==> src/rtl/backbone_pkg.sv <==
// Shared widths and state encodings for the GEMM backbone blocks.
package backbone_pkg;
  localparam int ACC_W       = 32;
  localparam int DRAIN_OUT_W = 16;

  typedef enum logic [1:0] {DRAIN_IDLE, DRAIN_STREAM, DRAIN_DONE} drain_state_t;

  // Index width for a counter over n items; never narrower than one bit.
  function automatic int row_w(input int n);
    return (n > 1) ? $clog2(n) : 1;
  endfunction
endpackage

==> src/rtl/acc_drain_quant.sv <==
// Per-element quantiser: arithmetic right shift, then wrap or clamp to OUT_W.
// ACC_DRAIN_SAT_EN selects clamping and adds the sat output.
module drain_quant #(
  parameter int ACC_W_P = 32,
  parameter int OUT_W   = 16,
  parameter int SHIFT   = 0
) (
  input  logic [ACC_W_P-1:0] acc,
  output logic [OUT_W-1:0]   q
`ifdef ACC_DRAIN_SAT_EN
  ,
  output logic               sat
`endif
);
`ifdef ACC_DRAIN_SAT_EN
  localparam logic signed [ACC_W_P-1:0] MAX_V = {{(ACC_W_P-OUT_W+1){1'b0}}, {(OUT_W-1){1'b1}}};
  localparam logic signed [ACC_W_P-1:0] MIN_V = ~MAX_V;

  logic signed [ACC_W_P-1:0] v;
  assign v = $signed(acc) >>> SHIFT;

  always_comb begin
    sat = 1'b1;
    q   = MAX_V[OUT_W-1:0];
    if (v < MIN_V) begin
      q = MIN_V[OUT_W-1:0];
    end else if (v <= MAX_V) begin
      q   = v[OUT_W-1:0];
      sat = 1'b0;
    end
  end
`else
  assign q = OUT_W'($signed(acc) >>> SHIFT);
`endif
endmodule

==> src/rtl/acc_drain.sv <==
// Snapshots the PE accumulator grid on start, then streams it out one row per beat.
// ACC_DRAIN_SAT_EN enables clamping quantisation and the sat_flag output.
module acc_drain
  import backbone_pkg::*;
#(
  parameter int ROWS    = 4,
  parameter int COLS    = 4,
  parameter int ACC_W_P = ACC_W,
  parameter int OUT_W   = DRAIN_OUT_W,
  parameter int SHIFT   = 0
) (
  input  logic                         clk,
  input  logic                         rst_n,
  input  logic                         start,
  input  logic [ROWS*COLS*ACC_W_P-1:0] c_in,
  output logic                         clear_out,
  output logic                         busy,
  output logic                         done,
  output logic                         overrun,
  output logic                         m_valid,
  input  logic                         m_ready,
  output logic [COLS*OUT_W-1:0]        m_data,
  output logic [row_w(ROWS)-1:0]       m_row,
`ifdef ACC_DRAIN_SAT_EN
  output logic                         sat_flag,
`endif
  output logic                         m_last
);
  localparam int RW = row_w(ROWS);

  logic [ROWS-1:0][COLS-1:0][ACC_W_P-1:0] c_grid, shadow_q;
  logic [COLS-1:0][ACC_W_P-1:0]           sel_row;
  logic [COLS-1:0][OUT_W-1:0]             q_row, data_q;
  logic [RW-1:0]                          row_q, row_d;
  drain_state_t                           state_q;
  logic clear_q, done_q, overrun_q, valid_q, last_q;
  logic last_row, load_beat, end_beat;

  assign c_grid   = c_in;
  assign last_row = (row_q == RW'(ROWS-1));
  assign row_d    = (state_q == DRAIN_IDLE) ? '0 : row_q + 1'b1;
  // Quantise the row that becomes visible next, so m_data is a plain register.
  assign sel_row  = (state_q == DRAIN_IDLE) ? c_grid[0] : shadow_q[row_d];

  assign load_beat = ((state_q == DRAIN_IDLE) && start) ||
                     ((state_q == DRAIN_STREAM) && m_ready && !last_row);
  assign end_beat  = (state_q == DRAIN_STREAM) && m_ready && last_row;

`ifdef ACC_DRAIN_SAT_EN
  logic [COLS-1:0] sat_v;
  logic            sat_q;
`endif

  for (genvar c = 0; c < COLS; c++) begin : g_quant
    drain_quant #(.ACC_W_P(ACC_W_P), .OUT_W(OUT_W), .SHIFT(SHIFT)) u_quant (
      .acc (sel_row[c]),
`ifdef ACC_DRAIN_SAT_EN
      .sat (sat_v[c]),
`endif
      .q   (q_row[c])
    );
  end

  always_ff @(posedge clk or negedge rst_n) begin
    if (!rst_n) begin
      state_q   <= DRAIN_IDLE;
      shadow_q  <= '0;
      row_q     <= '0;
      data_q    <= '0;
      clear_q   <= 1'b0;
      done_q    <= 1'b0;
      overrun_q <= 1'b0;
      valid_q   <= 1'b0;
      last_q    <= 1'b0;
    end else begin
      clear_q <= 1'b0;
      done_q  <= 1'b0;
      if (start && (state_q != DRAIN_IDLE)) overrun_q <= 1'b1;
      if (load_beat) begin
        data_q  <= q_row;
        valid_q <= 1'b1;
        row_q   <= row_d;
        last_q  <= (row_d == RW'(ROWS-1));
      end
      if (end_beat) begin
        data_q  <= '0;
        valid_q <= 1'b0;
        row_q   <= '0;
        last_q  <= 1'b0;
        done_q  <= 1'b1;
      end
      case (state_q)
        DRAIN_IDLE: if (start) begin
          shadow_q <= c_grid;
          clear_q  <= 1'b1;
          state_q  <= DRAIN_STREAM;
        end
        DRAIN_STREAM: if (end_beat) state_q <= DRAIN_DONE;
        default: state_q <= DRAIN_IDLE;
      endcase
    end
  end

`ifdef ACC_DRAIN_SAT_EN
  always_ff @(posedge clk or negedge rst_n) begin
    if (!rst_n)         sat_q <= 1'b0;
    else if (load_beat) sat_q <= |sat_v;
    else if (end_beat)  sat_q <= 1'b0;
  end
  assign sat_flag = sat_q;
`endif

  assign clear_out = clear_q;
  assign busy      = (state_q != DRAIN_IDLE);
  assign done      = done_q;
  assign overrun   = overrun_q;
  assign m_valid   = valid_q;
  assign m_data    = data_q;
  assign m_row     = row_q;
  assign m_last    = last_q;
endmodule

==> config.mk <==
export PLATFORM = sky130hd
export DESIGN_NAME = acc_drain
export DESIGN_NICKNAME = d
export VERILOG_FILES = /design/src/rtl/backbone_pkg.sv /design/src/rtl/acc_drain_quant.sv /design/src/rtl/acc_drain.sv
export SDC_FILE = /design/constraint.sdc
export NUM_CORES = 1
export LEC_CHECK = 0
export CORE_AREA = 5 5 227 229
export CTS_CLUSTER_SIZE = 40
export DETAILED_ROUTE_END_ITERATION = 12
export DIE_AREA = 0 0 232 234
export PLACE_DENSITY = 0.6
export SLEW_MARGIN = 20
export SYNTH_ARGS = -nofsm -noshare
export SYNTH_HDL_FRONTEND = slang
export SYNTH_SLANG_ARGS = --single-unit
==> constraint.sdc <==
create_clock -name clk -period 1.7 [get_ports clk]
set_clock_uncertainty 0.05 [all_clocks]
set_input_delay 0.34 -clock clk [delete_from_list [all_inputs] [get_ports clk]]
set_output_delay 0.34 -clock clk [all_outputs]
set_load 0.02 [all_outputs]
==> impl_metrics.toml, run 1 <==
[clock_network]
root_buffer = "clkbuf_16"
clock_latency_ns = 0.55
cts_max_level = 2
clockBufferDepth = 3
cts_tree = "done"
numCtsBuffers = 40
cts.sinks = 329
path_clk_slew_ns = 0.06

[final_layout]
areaGrowthSynthToFinish_pct = 47.03
final_core_util = 0.4672
final_common_cell = "nand2_1"
final_cell_mix = "nand2_1, dfrtp_1, clkdlybuf4s50_1, nor2b_1, a21oi_1"
fillCellCount = 4729
drive_above_1_share = 0.1521
multi_input_area_um2 = 7417
seq_area_um2 = 8239
nNetsFinal = 2711

[min_path]
hold_path_class = "in -> async"

[run_status]
violations = "setup timing"
status = "complete, but fails checks"

[place]
gp_congestion = 0.7999
io_buffers = 331
hpwl_um = 35720

[synthesis]
ys_ff_latch = 329
synth_area_um2 = 15710
synthCells = 1837
netlist.area_leader.share = 0.5239
synth_area_per_cell_um2 = 8.554
ys_types = 26
netlist_top_cells_area = "dfrtp_1, nand2_1, nor2b_1, mux2i_1, a221o_1"
syn_nets = 2354
synth-seq-area-share = 0.5239
yosys_warnings = 0
yosys.area.top_type = "dfrtp_1"

[global_routing]
grt_max_degree = 85
overflow = 0
grt_pass1_wl_um = 86330
grtUsageTotal = 0.2011
antenna_found_initial = 2
first_global_vias = 14570

[routing]
drc = 0
first_iter_violations = 1254
routed_via_density = 4.912
drt-total-wl_um = 57390
dr.pass1.iters = 5
wl_per_cell_um = 19.82
via_count = 14230
ant_nets = 0

[timing]
max_freq_ghz = 0.5334
slew_violations = 0
fin_ws_ns = -0.1748
finalSetupTns_ns = -8.537
hold_viol_final = 0
setup_viol = 66
rsz0062_at_grt = "true"
maxSlewHeadroom = 0.6718
period_needed_ns = 1.875
holdWs_ns = 0.1770
fin_crit_sh = 1.103
worst_pin_slew_ns = 0.4923

[floorplan]
dieArea_um2 = 54290
die_w_um = 232
start_util = 0.3178
die_height_um = 234
pin_count = 588
rows = 82
core_area_um2 = 49450

[critical_path]
cp.arrival_ns = 2.25
critPathRequiredTime_ns = 2.07
reg2reg_slack_ns = -0.17
end_kind = "flop"
critPathLaunchType = "flop"
crit_type = "reg -> reg"
worstPathMaxFanout = 8

[power_and_ir_drop]
ir_drop_uv = 832.7
p_leak_nw = 10.88
p_per_area_nw_per_um2 = 1968

[flow_run]
drv_cap = 0
[path summary, 6_finish.rpt]
path	endpoint	cells past startpoint	from
max	m_data[53]	6	m_row[0]
min	shadow_q[205]	2	rst_n
max reg2reg	m_data[53]	6	m_row[0]
min reg2reg	shadow_q[423]	2	shadow_q[423]
max in group asynchronous	m_row[0]	3	rst_n
min in group clk	shadow_q[417]	3	c_in[417]
[metal layers]
metal | vias to the layer above | track usage | part of all wire | routed length (µm)
met3 | 87 | 0.04153 | 0.069 | 3938
met1 | 6931 | 0.2851 | 0.46 | 26200
met2 | 501 | 0.3176 | 0.45 | 25980
met4 | 2 | 0.05059 | 0.022 | 1269
li1 | 6705 | - | - | -
met5 | - | 0 | 0.00019 | 11
[flip-flops by register name, indices dropped and copies added, names as in the netlist]
signal and flops:
clear_out 1, m_data 64, m_last 1, m_valid 1, done 1, state_q 2
overrun 1, shadow_q 256, m_row 2
[power breakdown]
part / leakage (nW) / internal, mW / switching (mW)
registers: 4.10 / 11.5 / 2.58
logic: 6.11 / 11.0 / 11.7
clock network: 0.664 / 5.30 / 3.38
total: 10.9 / 27.8 / 17.6
[cell usage after synthesis, drive strengths merged]
| cell type | number |
|---|---|
| o21ai | 3 |
| nor2 | 68 |
| ha | 1 |
| nand2 | 774 |
| clkbuf | 55 |
| nor3 | 64 |
| and2 | 1 |
| a21o | 2 |
| dfrtp | 329 |
| buf | 80 |
| nor2b | 129 |
| nand2b | 2 |
| a21oi | 129 |
| a221o | 64 |
| o21bai | 64 |
| nand3b | 1 |
| mux2i | 65 |
| clkinv | 1 |
| inv | 4 |
| or2 | 1 |
[cell type report]
class / count / area share
repair buffers: 450 / 0.2261
inverters: 5 / 0.001950
flip-flops and latches: 329 / 0.3566
diodes: 2 / 0.0002166
well taps: 672 / 0.03639
clock buffers: 58 / 0.05150
multi-input cells: 1368 / 0.3210
clock inverters: 12 / 0.006174
[logic make-up (layout without fill, tap and decap cells)]
logic type,after synthesis,in the layout,share of synthesized area
AO/OA/AOI/OAI,262,262,0.1165
adder cells (fa/ha/maj),1,1,0.0007961
buffers and inverters,140,525,0.04228
flip-flops,329,329,0.5239
multiplexers,65,65,0.04140
other,0,2,0
AND/OR/NAND/NOR,1040,1040,0.2751
[repair_timing]
item,4_1_cts,5_1_grt
setup buffers,16,1
setup endpoints to repair,150,128
gates cloned,14,8
hold buffers,1,0
endpoints found under the hold margin,183,0
pin swaps,38,25
gates resized for setup,265,97
[stage by stage]
step	power [mW]	setup WS, ns	instance area (µm²)	std cells
global route	48.25	-0.2135	23100	2895
finish	45.47	-0.1748	23100	2896
CTS	44.27	-0.2020	22660	2886
floorplan	24.66	0.0005309	15740	1837
global placement	31.64	-0.2981	20330	2786
detailed placement	32.06	-0.2955	20330	2786
[critical path: stages, from the launching register on]
cell and delay, ns:
dfrtp_4 0.49, ha_4 0.28, and2_4 0.23, buf_6 0.15, clkbuf_16 0.18, a21oi_1 0.07
a221o_1 0.29
(Power assumes the default switching activity.)
==> run 2, diff against run 1 <==
--- a/config.mk
+++ b/config.mk
@@ -12,2 +12,3 @@
 export PLACE_DENSITY = 0.6
+export SETUP_SLACK_MARGIN = 0.3
 export SLEW_MARGIN = 20
@@ -16 +17,2 @@
 export SYNTH_SLANG_ARGS = --single-unit
+export TNS_END_PERCENT = 1
--- a/constraint.sdc
+++ b/constraint.sdc
@@ -4,2 +4,2 @@
 set_output_delay 0.34 -clock clk [all_outputs]
-set_load 0.02 [all_outputs]
+set_load 0.05 [all_outputs]
==> run 2 against run 1 <==
Effect of this change:
- the run still ends with setup timing left
- setup slack got worse by 0.068 ns
- non-clock buffer count is 23 lower
- clock-buffer cell count decreased by 5
- maximum frequency decreased by 3.5%
- global-route usage decreased by 0.74 points
- register-to-register slack lost 0.07 ns
- clock power fell by 3.9%
==> impl_metrics.toml, run 2 (same netlist as run 1, synthesis figures left out) <==
[run_status]
status = "complete, but fails checks"
violations = "setup timing"

[power_and_ir_drop]
p_per_area_nw_per_um2 = 1998
power_mw = 44.37
p_leak_nw = 10.62
ir_drop_uv = 1203

[final_layout]
fin_cells = 2868
areaGrowthSynthToFinish_pct = 41.32
nNetsFinal = 2688
top_register = "shadow_q"
largest_register_ffs = 256
final_common_cell = "nand2_1"
fillCellCount = 4817
drive_above_1_share = 0.1230
stdcell_area_um2 = 22210
diodes = 0
final_cell_mix = "nand2_1, dfrtp_1, clkdlybuf4s50_1, nor2b_1, a21oi_1"

[critical_path]
worstPathMaxFanout = 38
cp.arrival_ns = 2.32
critPathRequiredTime_ns = 2.08
crit_chain = "buf_6 > ha_4 > buf_4 > buf_12 > o21bai_1 > a221o_1"
worstReg2RegStart = "m_row[0]"
critPathLaunchType = "flop"
crit_type = "reg -> reg"
r2r_end = "m_data[32]"
reg2reg_slack_ns = -0.24
reg2reg_depth = 6
end_kind = "flop"
max_stage_delay_ns = 0.50
critPathSlowestCell = "dfrtp_4"

[place]
place_area_um2 = 20270
hpwl_um = 34960
gp_congestion = 0.8184
io_buffers = 331
post-place-ws_ns = -0.2597
dp.cells = 2783

[clock_network]
cts_max_level = 2
path_clk_slew_ns = 0.07
clock_latency_ns = 0.55
numCtsBuffers = 40
cts.sinks = 329
clockBufferDepth = 3
cts_tree = "done"
root_buffer = "clkbuf_16"

[timing]
maxSlewHeadroom = 0.6041
max_freq_ghz = 0.5147
setup_viol = 66
rsz0062_at_grt = "true"
fin_crit_sh = 1.143
hold_viol_final = 0
slew_violations = 0
fin_ws_ns = -0.2430
holdWs_ns = 0.2227
worst_pin_slew_ns = 0.5938
period_needed_ns = 1.943

[routing]
drc = 0
routed_via_density = 4.915
ant_nets = 0
dr.pass1.iters = 5
wl_per_cell_um = 18.87
first_iter_violations = 934
via_count = 14100
drt-total-wl_um = 54110

[global_routing]
grt_pass1_wl_um = 83560
antenna_found_initial = 1
first_global_vias = 14370
grt_max_degree = 131
grtUsageTotal = 0.1937
overflow = 0

[floorplan]
core_area_um2 = 49450
pin_count = 588
start_util = 0.3178
die_height_um = 234
die_w_um = 232
dieArea_um2 = 54290
rows = 82

[flow_run]
drv_cap = 0

[min_path]
hold_path_class = "in -> async"
-- run 2: changes by cell type in the layout (fill, tap and decap cells not counted), sizes merged, moves of 3 or more --
cell           previous run  this run
clkbuf                   88        54
clkinvlp                  0         3
dlygate4sd2               4         0
bufbuf                    3         0
buf                     114       168
clkdlybuf4s15            41         0
-- run 2: routing by layer --
| layer | vias up | global-route usage | part of all wire |
|---|---|---|---|
| li1 | 6661 | - | - |
| met1 | 6861 | 0.2734 | 0.46 |
| met2 | 492 | 0.2982 | 0.45 |
| met3 | 80 | 0.05001 | 0.073 |
| met4 | 2 | 0.05151 | 0.019 |
| met5 | - | 0 | 0.00024 |
-- run 2: worst max-delay path, delay by kind of cell (launching register included) --
family | cells | cell delay (ns)
fa+ha+maj | 1 | 0.23
buf+inv | 3 | 0.44
compound gates | 2 | 0.55
flops | 1 | 0.50
-- run 2: repair_timing --
| item | 4_1_cts | 5_1_grt |
|---|---|---|
| hold endpoints to repair | 99 | 0 |
| setup endpoints to repair | 397 | 397 |
| setup buffers | 11 | 0 |
| cloned | 5 | 1 |
| gates resized for setup | 101 | 9 |
| hold buffers | 1 | 0 |
| pin swaps | 2 | 4 |
-- run 2: layout make-up --
cell class | instances | area (µm²) | share of cell area
sequential | 329 | 8239 | 0.3710
clock inverter | 14 | 113.9 | 0.005127
inverter | 5 | 35.03 | 0.001578
timing repair buffer | 427 | 4905 | 0.2209
tap | 672 | 840.8 | 0.03786
multi-input combinational | 1368 | 6922 | 0.3117
clock buffer | 53 | 1151 | 0.05184
-- run 2: worst max-delay path by stage --
stage,cells after the start,endpoint,start
after floorplan,6,m_data[10],m_row[0]
after global placement,6,m_data[29],m_ready
after detailed placement,6,m_data[28],m_ready
after CTS,7,m_data[19],m_row[0]
after global routing,7,m_data[2],m_row[0]
final,6,m_data[32],m_row[0]
-- run 2: through the flow --
| stage | util | TNS [ns] |
|---|---|---|
| after floorplan | - | -1.343 |
| after global placement | 0.4098 | -12.30 |
| after detailed placement | 0.4098 | -13.61 |
| after CTS | 0.4478 | -13.94 |
| after global routing | 0.4490 | -17.67 |
| final | 0.4490 | -13.89 |
-- run 2: power breakdown --
| group | total [mW] | internal [mW] | switching, mW | leakage, nW |
|---|---|---|---|---|
| combinational | 22.1 | 9.76 | 12.4 | 5.90 |
| clock | 8.34 | 4.90 | 3.44 | 0.623 |
| sequential | 13.9 | 11.5 | 2.41 | 4.10 |
